--- config.mk ---
export PLATFORM = sky130hd
export DESIGN_NAME = adder_arbiter
export DESIGN_NICKNAME = d
export VERILOG_FILES = /design/src/rtl/adder_arb_pkg.sv /design/src/rtl/adder_arbiter_adder.sv /design/src/rtl/adder_arbiter.sv
export SDC_FILE = /design/constraint.sdc
export NUM_CORES = 1
export LEC_CHECK = 0
export CORE_ASPECT_RATIO = 1.1
export CORE_MARGIN = 4
export CORE_UTILIZATION = 46
export DETAILED_ROUTE_END_ITERATION = 10
export PLACE_DENSITY_LB_ADDON = 0.08
export SLEW_MARGIN = 10
export SYNTH_ARGS = -nofsm -noshare
export SYNTH_HDL_FRONTEND = slang
export SYNTH_SLANG_ARGS = --single-unit
--- constraint.sdc ---
create_clock -name clk -period 2.7 [get_ports clk]
set_input_delay 0.54 -clock clk [delete_from_list [all_inputs] [get_ports clk]]
set_output_delay 0.54 -clock clk [all_outputs]
set_load 0.02 [all_outputs]
--- src/rtl/adder_arb_pkg.sv ---
// Shared definitions for the two-requester adder arbiter.
//   state_e  : arbiter FSM states
//   NUM_REQ  : number of requesters sharing the adder
//   ID_W     : width of a requester ID
package adder_arb_pkg;

    localparam int NUM_REQ = 2;
    localparam int ID_W    = 1;

    typedef enum logic [1:0] {
        ST_IDLE = 2'd0,
        ST_CALC = 2'd1,
        ST_RESP = 2'd2
    } state_e;

endpackage

--- src/rtl/adder_arbiter_adder.sv ---
// Combinational ripple adder shared by the arbiter.
//   a_i, b_i     : operands (WIDTH)
//   cin_i        : carry-in
//   z_o          : (a + b + cin) mod 2^WIDTH
//   carry_out_o  : bit WIDTH of the full sum
module Adder #(
    parameter int WIDTH = 8
) (
    input  logic [WIDTH-1:0] a_i,
    input  logic [WIDTH-1:0] b_i,
    input  logic             cin_i,
    output logic [WIDTH-1:0] z_o,
    output logic             carry_out_o
);

    logic [WIDTH:0] sum;

    assign sum         = {1'b0, a_i} + {1'b0, b_i} + {{WIDTH{1'b0}}, cin_i};
    assign z_o         = sum[WIDTH-1:0];
    assign carry_out_o = sum[WIDTH];

endmodule

--- src/rtl/adder_arbiter.sv ---
// Two requesters share one adder; one operation in flight at a time.
// Round-robin grant in IDLE, the adder is evaluated from latched operands
// in CALC, and the result is held in RESP until the consumer takes it.
// Each requester owns a saved carry that it can chain into its next add.
//
// state | meaning
// ------+-------------------------------------------------------------
// IDLE  | waiting for a request; grants one and latches its operands
// CALC  | adder settles on latched operands; result registered at exit
// RESP  | rsp_valid held with stable result until rsp_ready
//
// Ports:
//   clk, rst_n                 : clock, async active-low reset
//   reqN_valid / reqN_ready    : request handshake (ready pulses on grant)
//   reqN_a, reqN_b, reqN_cin   : operands and explicit carry-in
//   reqN_chain                 : use requester N's saved carry as cin
//   rsp_valid / rsp_ready      : response handshake
//   rsp_id, rsp_z, rsp_cout    : owner, sum, carry-out of the result
module adder_arbiter
    import adder_arb_pkg::*;
#(
    parameter int WIDTH = 8
) (
    input  logic             clk,
    input  logic             rst_n,
    input  logic             req0_valid,
    output logic             req0_ready,
    input  logic [WIDTH-1:0] req0_a,
    input  logic [WIDTH-1:0] req0_b,
    input  logic             req0_cin,
    input  logic             req0_chain,
    input  logic             req1_valid,
    output logic             req1_ready,
    input  logic [WIDTH-1:0] req1_a,
    input  logic [WIDTH-1:0] req1_b,
    input  logic             req1_cin,
    input  logic             req1_chain,
    output logic             rsp_valid,
    input  logic             rsp_ready,
    output logic [ID_W-1:0]  rsp_id,
    output logic [WIDTH-1:0] rsp_z,
    output logic             rsp_cout
);

    state_e               state_q, state_d;
    logic [WIDTH-1:0]     a_q, b_q;
    logic                 cin_q;
    logic [ID_W-1:0]      id_q;
    logic [ID_W-1:0]      last_q;
    logic [NUM_REQ-1:0]   saved_q;
    logic                 rsp_valid_q;
    logic [ID_W-1:0]      rsp_id_q;
    logic [WIDTH-1:0]     rsp_z_q;
    logic                 rsp_cout_q;

    logic                 gnt_valid;
    logic [ID_W-1:0]      gnt_id;
    logic [WIDTH-1:0]     gnt_a, gnt_b;
    logic                 gnt_cin;
    logic [WIDTH-1:0]     add_z;
    logic                 add_cout;

    always_comb begin
        state_d   = state_q;
        gnt_valid = 1'b0;
        gnt_id    = '0;
        case (state_q)
            ST_IDLE: begin
                // rst_n gating keeps ready low while reset is held
                if (rst_n && (req0_valid || req1_valid)) begin
                    gnt_valid = 1'b1;
                    if (req0_valid && req1_valid) gnt_id = ~last_q;
                    else                          gnt_id = req1_valid;
                    state_d   = ST_CALC;
                end
            end
            ST_CALC: state_d = ST_RESP;
            ST_RESP: if (rsp_ready) state_d = ST_IDLE;
            default: state_d = ST_IDLE;
        endcase
    end

    always_comb begin
        gnt_a   = req0_a;
        gnt_b   = req0_b;
        gnt_cin = req0_chain ? saved_q[0] : req0_cin;
        if (gnt_id == 1'b1) begin
            gnt_a   = req1_a;
            gnt_b   = req1_b;
            gnt_cin = req1_chain ? saved_q[1] : req1_cin;
        end
    end

    assign req0_ready = gnt_valid && (gnt_id == 1'b0);
    assign req1_ready = gnt_valid && (gnt_id == 1'b1);

    Adder #(.WIDTH(WIDTH)) u_adder (
        .a_i         (a_q),
        .b_i         (b_q),
        .cin_i       (cin_q),
        .z_o         (add_z),
        .carry_out_o (add_cout)
    );

    always_ff @(posedge clk or negedge rst_n) begin
        if (!rst_n) begin
            state_q     <= ST_IDLE;
            a_q         <= '0;
            b_q         <= '0;
            cin_q       <= 1'b0;
            id_q        <= '0;
            last_q      <= 1'b1;  // requester 0 wins the first contention
            saved_q     <= '0;
            rsp_valid_q <= 1'b0;
            rsp_id_q    <= '0;
            rsp_z_q     <= '0;
            rsp_cout_q  <= 1'b0;
        end else begin
            state_q <= state_d;
            if (gnt_valid) begin
                a_q    <= gnt_a;
                b_q    <= gnt_b;
                cin_q  <= gnt_cin;
                id_q   <= gnt_id;
                last_q <= gnt_id;
            end
            if (state_q == ST_CALC) begin
                rsp_valid_q    <= 1'b1;
                rsp_id_q       <= id_q;
                rsp_z_q        <= add_z;
                rsp_cout_q     <= add_cout;
                saved_q[id_q]  <= add_cout;
            end
            if (state_q == ST_RESP && rsp_ready) rsp_valid_q <= 1'b0;
        end
    end

    assign rsp_valid = rsp_valid_q;
    assign rsp_id    = rsp_id_q;
    assign rsp_z     = rsp_z_q;
    assign rsp_cout  = rsp_cout_q;

endmodule

==> run_results.csv, run 1 <==
group,metric,value,unit
setup_path,crit_fanout,3,
clocking,cts_tree,"yes",
logic_synthesis,yosysTopAreaCellShare,46.7,%
sta,hold_violations,0,
finish,drive_gt1_share,7.66,%
clocking,insertion_delay,290,ps
clocking,cts_buffer_depth,2,
global_routing,grt_max_degree,38,
sta,fin_crit,2490,ps
drt,wirelength,4030,um
sta,rsz0062_at_grt,"no",
logic_synthesis,post-synth-top-count-cell,"nand2_1",
power_and_ir_drop,netSwitchingPower,0.925,mW
min_path,min-delay-start,"rsp_z[0]",
finish,n_fill_cell,336,
setup_path,reg2reg_setup_slack,400,ps
logic_synthesis,yosys_register_bits,34,
global_routing,grt_usage,18.8,%
sta,tightest_slew,405,ps
min_path,min_path_type,"reg2reg",
power_and_ir_drop,ir_worst_vdd,0.376,mV
setup_path,worstPathArrival,1950,ps
sta,max-slew-margin-rel,73.0,%
die,fp.dieW,67.1,um
clocking,cts_sinks,34,
drt,drtPass1Iterations,4,
clocking,clk_pin_slew,70,ps
sta,clock.fmax,0.402,GHz
placed_design,dp_hpwl,3180,um
logic_synthesis,synth_edf_count,0,
sta,timing.final.crit_share,92.2,%
drt,antenna_left,0,
finish,areaGrowthSynthToFinish,37.9,%
finish,final_area,2440,um^2
logic_synthesis,synth-warning-count,0,
logic_synthesis,synth_top_cell_by_area,"dfrtp_1",
setup_path,worstPathRequired,2160,ps
min_path,hold_path_end,"rsp_z[0]",
drt,route.detailed.drc,0,
setup_path,regToRegStartpoint,"a_q[0]",
die,ios,54,
power_and_ir_drop,pwr-share-clk,17.9,%
power_and_ir_drop,switching_share,37.8,%
die,core-area,3680,um^2
logic_synthesis,ys.flop_type,"dfrtp_1",
clocking,postCtsSetupRepairBufs,0,
logic_synthesis,synthCells,179,
power_and_ir_drop,power_density,1000,nW/um^2
min_path,holdPathStages,2,
sta,finalMaxSlewViolations,0,
sta,skew,6.46,ps
logic_synthesis,syn-num-nets,229,
finish,num_antenna_cells,0,
setup_path,critical_path_class,"in2out",
setup_path,r2r_cells,6,
placed_design,dpl_cell_area,2330,um^2
logic_synthesis,synth-seq-area-share,48.2,%
clocking,cts_resized,2,
setup_path,cp-end-kind,"output port",
clocking,cts-root-buf,"clkbuf_8",
run_status,outcome,"complete, no violations",
die,initial_core_util,48.0,%
drt,num_vias,1510,
drt,wire_per_inst,14.1,um
placed_design,io_buffers,53,
setup_path,critPathLaunchType,"input port",
logic_synthesis,synthDistinctLibCells,36,
job,maxCapViolCount,0,
logic_synthesis,syn-cell-area,1770,um^2
die,die_h,73.0,um
power_and_ir_drop,combPwrFrac,45.9,%
power_and_ir_drop,p_leak,1.08,nW
die,rows,23,
clocking,cts_hold_buf,0,
global_routing,grt_pass1_wl,6980,um
global_routing,grt-ovfl-total,0,
sta,setup_violations,0,
logic_synthesis,synthArstFlopShare,100,%
sta,fin_setup_tns,0,ps
power_and_ir_drop,intPower,1.52,mW
finish,final_nets,284,
clocking,htreeDepth,2,
power_and_ir_drop,p_seq_share,36.3,%
logic_synthesis,avgSynthCellArea,9.88,um^2
logic_synthesis,synth_common_cells,"nand2_1 (34), dfrtp_1 (33), o22ai_1 (16), o21ai_1 (15)",
drt,drtIter0Drc,68,
global_routing,first_global_vias,1573,
logic_synthesis,yosys-top-cells-area,"dfrtp_1 (47%), nand2_1 (7.2%), o22ai_1 (5.7%), ha_1 (5.0%), o21ai_1 (4.2%)",
clocking,cts-buffers-inserted,5,
sta,hold_ws,471,ps
die,dieArea,4900,um^2
placed_design,place_congestion,0.734,
setup_path,worst_r2r_endpoint,"saved_q[0]",
drt,vias_per_cell,5.30,
global_routing,antenna_found_initial,0,
## stage by stage
step           utilization, %  setup slack [ps]  total power, mW  cells
2_1_floorplan               -               679             1.63    179
3_3_place_gp             63.3             -44.0             1.97    277
3_5_place_dp             63.3             -56.4             2.03    277
4_1_cts                  66.2               199             2.46    285
5_1_grt                  66.2               173             2.66    285
6_report                 66.2               209             2.45    285
## worst max-delay path by stage
stage | startpoint | to | slack, ps
after floorplan | req1_valid | req0_ready | 680
after global placement | req1_valid | req1_ready | -40
after detailed placement | req1_valid | req1_ready | -60
after CTS | req1_valid | req0_ready | 200
after global routing | req1_valid | req0_ready | 170
final | req1_valid | req0_ready | 210
## critical path: stages
cell	delay [ps]
clkdlybuf4s50_1	480
a21bo_1	240
nor4b_4	300
nor2_1	70
dlygate4sd2_1	320
## final cells by class
class / count / area (um^2) / area share [%]
tap: 50 / 62.6 / 2.57
inverter: 3 / 11.3 / 0.462
multi-input combinational: 132 / 837 / 34.3
clock buffer: 8 / 110 / 4.52
timing repair buffer: 58 / 566 / 23.2
sequential: 34 / 852 / 34.9
## cells in the final DEF, fill, tap and decap left out, drive strengths merged, types with 5 or more instances in the layout
master          n
clkdlybuf4s50  51
nand2          34
dfrtp          33
o21ai          25
o22ai          16
a21oi           8
clkbuf          8
ha              7
mux2i           5
nand3           5
buf             5
## sequential cells by signal (all words and copies together) (netlist names)
name,flops
a_q,8
b_q,8
id_q,1
rsp_cout,1
cin_q,1
last_q,1
rsp_valid,1
state_q,2
saved_q,2
rsp_id,1
rsp_z,8
## power by group through the flow
stage	Clock (mW)	Combinational (mW)	Sequential (mW)
4_1_cts	0.442	1.13	0.890
2_1_floorplan	0	0.675	0.951
5_1_grt	0.470	1.27	0.917
6_report	0.438	1.12	0.888
3_5_place_dp	0	1.13	0.899
3_3_place_gp	0	1.09	0.881
## cell families (layout without fill, tap and decap cells)
group / count (synthesis) / count (layout) / synth area share, %
compound gates: 60 / 60 / 20.3
xor+xnor: 3 / 3 / 1.49
fa+ha+maj: 9 / 9 / 7.22
buf+inv: 13 / 69 / 4.46
flops: 34 / 34 / 48.2
mux: 6 / 6 / 3.47
simple gates: 54 / 54 / 14.9
## layer usage
| layer | track usage, % | wire length [um] | vias up | share of wire [%] |
|---|---|---|---|---|
| li1 | - | - | 757 | - |
| met1 | 23.7 | 1770 | 684 | 44 |
| met2 | 29.7 | 1890 | 59 | 47 |
| met3 | 5.24 | 256 | 10 | 6.4 |
| met4 | 8.56 | 107 | 0 | 2.7 |
| met5 | 0 | 0 | - | 0 |
Power figures use the tool's default switching activity.
==> run 2, diff against run 1 <==
--- a/config.mk
+++ b/config.mk
@@ -7,7 +7,7 @@
 export LEC_CHECK = 0
 export CORE_ASPECT_RATIO = 1.1
 export CORE_MARGIN = 4
-export CORE_UTILIZATION = 46
+export CORE_UTILIZATION = 45
 export DETAILED_ROUTE_END_ITERATION = 10
 export PLACE_DENSITY_LB_ADDON = 0.08
 export SLEW_MARGIN = 10
==> run 2 against run 1 <==
Design area down 0.92%. Die area rose by 2.0%. Routed wire length is 3.1% lower. Critical path type unchanged. Critical endpoint unchanged.
==> run_results.csv, run 2 (synthesis gave the netlist of run 1 again) <==
group,metric,value,unit
setup_path,worstPathRequired,2160,ps
drt,drtIter0Drc,98,
die,rows,23,
setup_path,worstPathArrival,1960,ps
sta,clock.fmax,0.400,GHz
die,fp.dieW,67.8,um
clocking,htreeDepth,2,
global_routing,grt_max_degree,38,
power_and_ir_drop,p_total,2.39,mW
clocking,cts-buffers-inserted,5,
drt,wirelength,3900,um
drt,wire_per_inst,13.7,um
sta,setup_violations,0,
die,ios,54,
drt,antenna_left,0,
global_routing,grt_usage,17.2,%
setup_path,cpMaxStageDelayCell,"clkdlybuf4s50_1",
die,die_h,73.7,um
clocking,clk_pin_slew,70,ps
finish,layout_commonest_cell,"clkdlybuf4s50_1",
finish,num_antenna_cells,0,
finish,final_nets,283,
global_routing,antenna_found_initial,0,
sta,timing.final.crit_share,92.6,%
sta,rsz0062_at_grt,"no",
setup_path,critical_path_class,"in2out",
die,core-area,3710,um^2
clocking,cts_sinks,34,
setup_path,crit_fanout,3,
global_routing,grt-ovfl-total,0,
power_and_ir_drop,power_density,990,nW/um^2
sta,finalMaxSlewViolations,0,
finish,layout_common_cells,"clkdlybuf4s50_1 (51), nand2_1 (34), dfrtp_1 (33)",
finish,finish.utilization,65.1,%
setup_path,cp_top_family,"buffers and inverters",
clocking,postCtsSetupRepairBufs,0,
drt,route.detailed.drc,0,
finish,final_area,2420,um^2
setup_path,critPathLaunchType,"input port",
clocking,cts-root-buf,"clkbuf_8",
die,initial_core_util,47.6,%
placed_design,detailedPlace.worstSlack,-62.9,ps
run_status,outcome,"complete, no violations",
drt,num_vias,1469,
min_path,min_path_type,"reg2reg",
sta,max-slew-margin-rel,53.9,%
finish,drive_gt1_share,7.26,%
setup_path,cp_slowest_stage_delay,490,ps
global_routing,first_global_vias,1453,
drt,drtPass1Iterations,4,
sta,fin_crit,2500,ps
power_and_ir_drop,p_leak,1.06,nW
placed_design,dp_hpwl,3110,um
sta,tightest_slew,692,ps
finish,n_fill_cell,316,
sta,hold_violations,0,
setup_path,cp_cell_sequence,"clkdlybuf4s50_1, a21bo_1, nor4b_4, nor2_1, dlygate4sd2_1",
placed_design,io_buffers,53,
drt,vias_per_cell,5.17,
job,maxCapViolCount,0,
finish,areaGrowthSynthToFinish,36.7,%
clocking,cts_buffer_depth,2,
clocking,insertion_delay,290,ps
sta,setup_slack,200,ps
setup_path,cp-end-kind,"output port",
placed_design,place_congestion,0.784,
placed_design,dpl_cell_area,2320,um^2
clocking,cts_tree,"yes",
die,dieArea,5000,um^2
global_routing,grt_pass1_wl,6400,um
setup_path,cp_num_buf_inv,2,
power_and_ir_drop,ir_worst_vdd,0.386,mV
sta,skew,6.76,ps
-- run 2: changes by cell type in the layout (fill, tap and decap cells not counted) --
cell,delta
clkbuf_8,-2
buf_4,-1
clkinv_2,+1
clkinvlp_4,+1
-- run 2: area by class of cell --
cell class	instances	area (um^2)	area share, %
clock buffers	6	82.6	3.42
clock inverters	2	12.5	0.518
inverters	3	11.3	0.466
multi-input cells	132	837	34.6
flip-flops and latches	34	852	35.3
well taps	50	62.6	2.59
repair buffers	57	558	23.1
-- run 2: through the flow --
| stage | hold slack, ps | TNS (ps) | std cells |
|---|---|---|---|
| final | 472 | 0 | 284 |
| after global routing | 504 | 0 | 284 |
| after CTS | 481 | 0 | 284 |
| after detailed placement | 464 | -83.9 | 276 |
| after global placement | 459 | -38.1 | 276 |
| after floorplan | 244 | 0 | 179 |
-- run 2: what timing repair did --
action	in CTS	in global routing
resized for setup	2	0
setup endpoints to repair	2	0
hold buffers	0	0
-- run 2: final timing paths --
path | slack [ps] | depth (start not counted) | to | from
min in group asynchronous | 850 | 2 | cin_q | rst_n
max reg2reg | 440 | 6 | saved_q[1] | a_q[0]
max | 200 | 5 | req0_ready | req1_valid
min | 470 | 2 | rsp_z[1] | rsp_z[1]
max in group asynchronous | 1520 | 2 | last_q | rst_n
min reg2reg | 470 | 2 | rsp_z[1] | rsp_z[1]
-- run 2: metal layers --
layer | track usage, % | up-vias | share of wire, %
li1 | - | 754 | -
met1 | 22.2 | 660 | 46
met2 | 26.7 | 48 | 47
met3 | 5.20 | 7 | 4.9
met4 | 7.21 | 0 | 2.0
met5 | 0 | - | 0
-- run 2: worst register-to-register path, stage by stage (launching register included) --
cell and delay, ps:
dfrtp_1 400, fa_1 480, fa_1 420, a21oi_1 230
o211ai_1 170, a21oi_1 260, o21ai_0 150
-- run 2: where the power goes --
part           switching [mW]  internal (mW)
clock network           0.189          0.205
logic                   0.587          0.533
registers               0.149          0.730
==> run 3, diff against run 2 <==
--- a/config.mk
+++ b/config.mk
@@ -9,6 +9,7 @@
 export CORE_MARGIN = 4
 export CORE_UTILIZATION = 45
 export DETAILED_ROUTE_END_ITERATION = 10
+export HOLD_SLACK_MARGIN = 0.02
 export PLACE_DENSITY_LB_ADDON = 0.08
 export SLEW_MARGIN = 10
 export SYNTH_ARGS = -nofsm -noshare
==> results of run 3 <==
The final DEF is identical to that of run 2; final timing and power are the same.
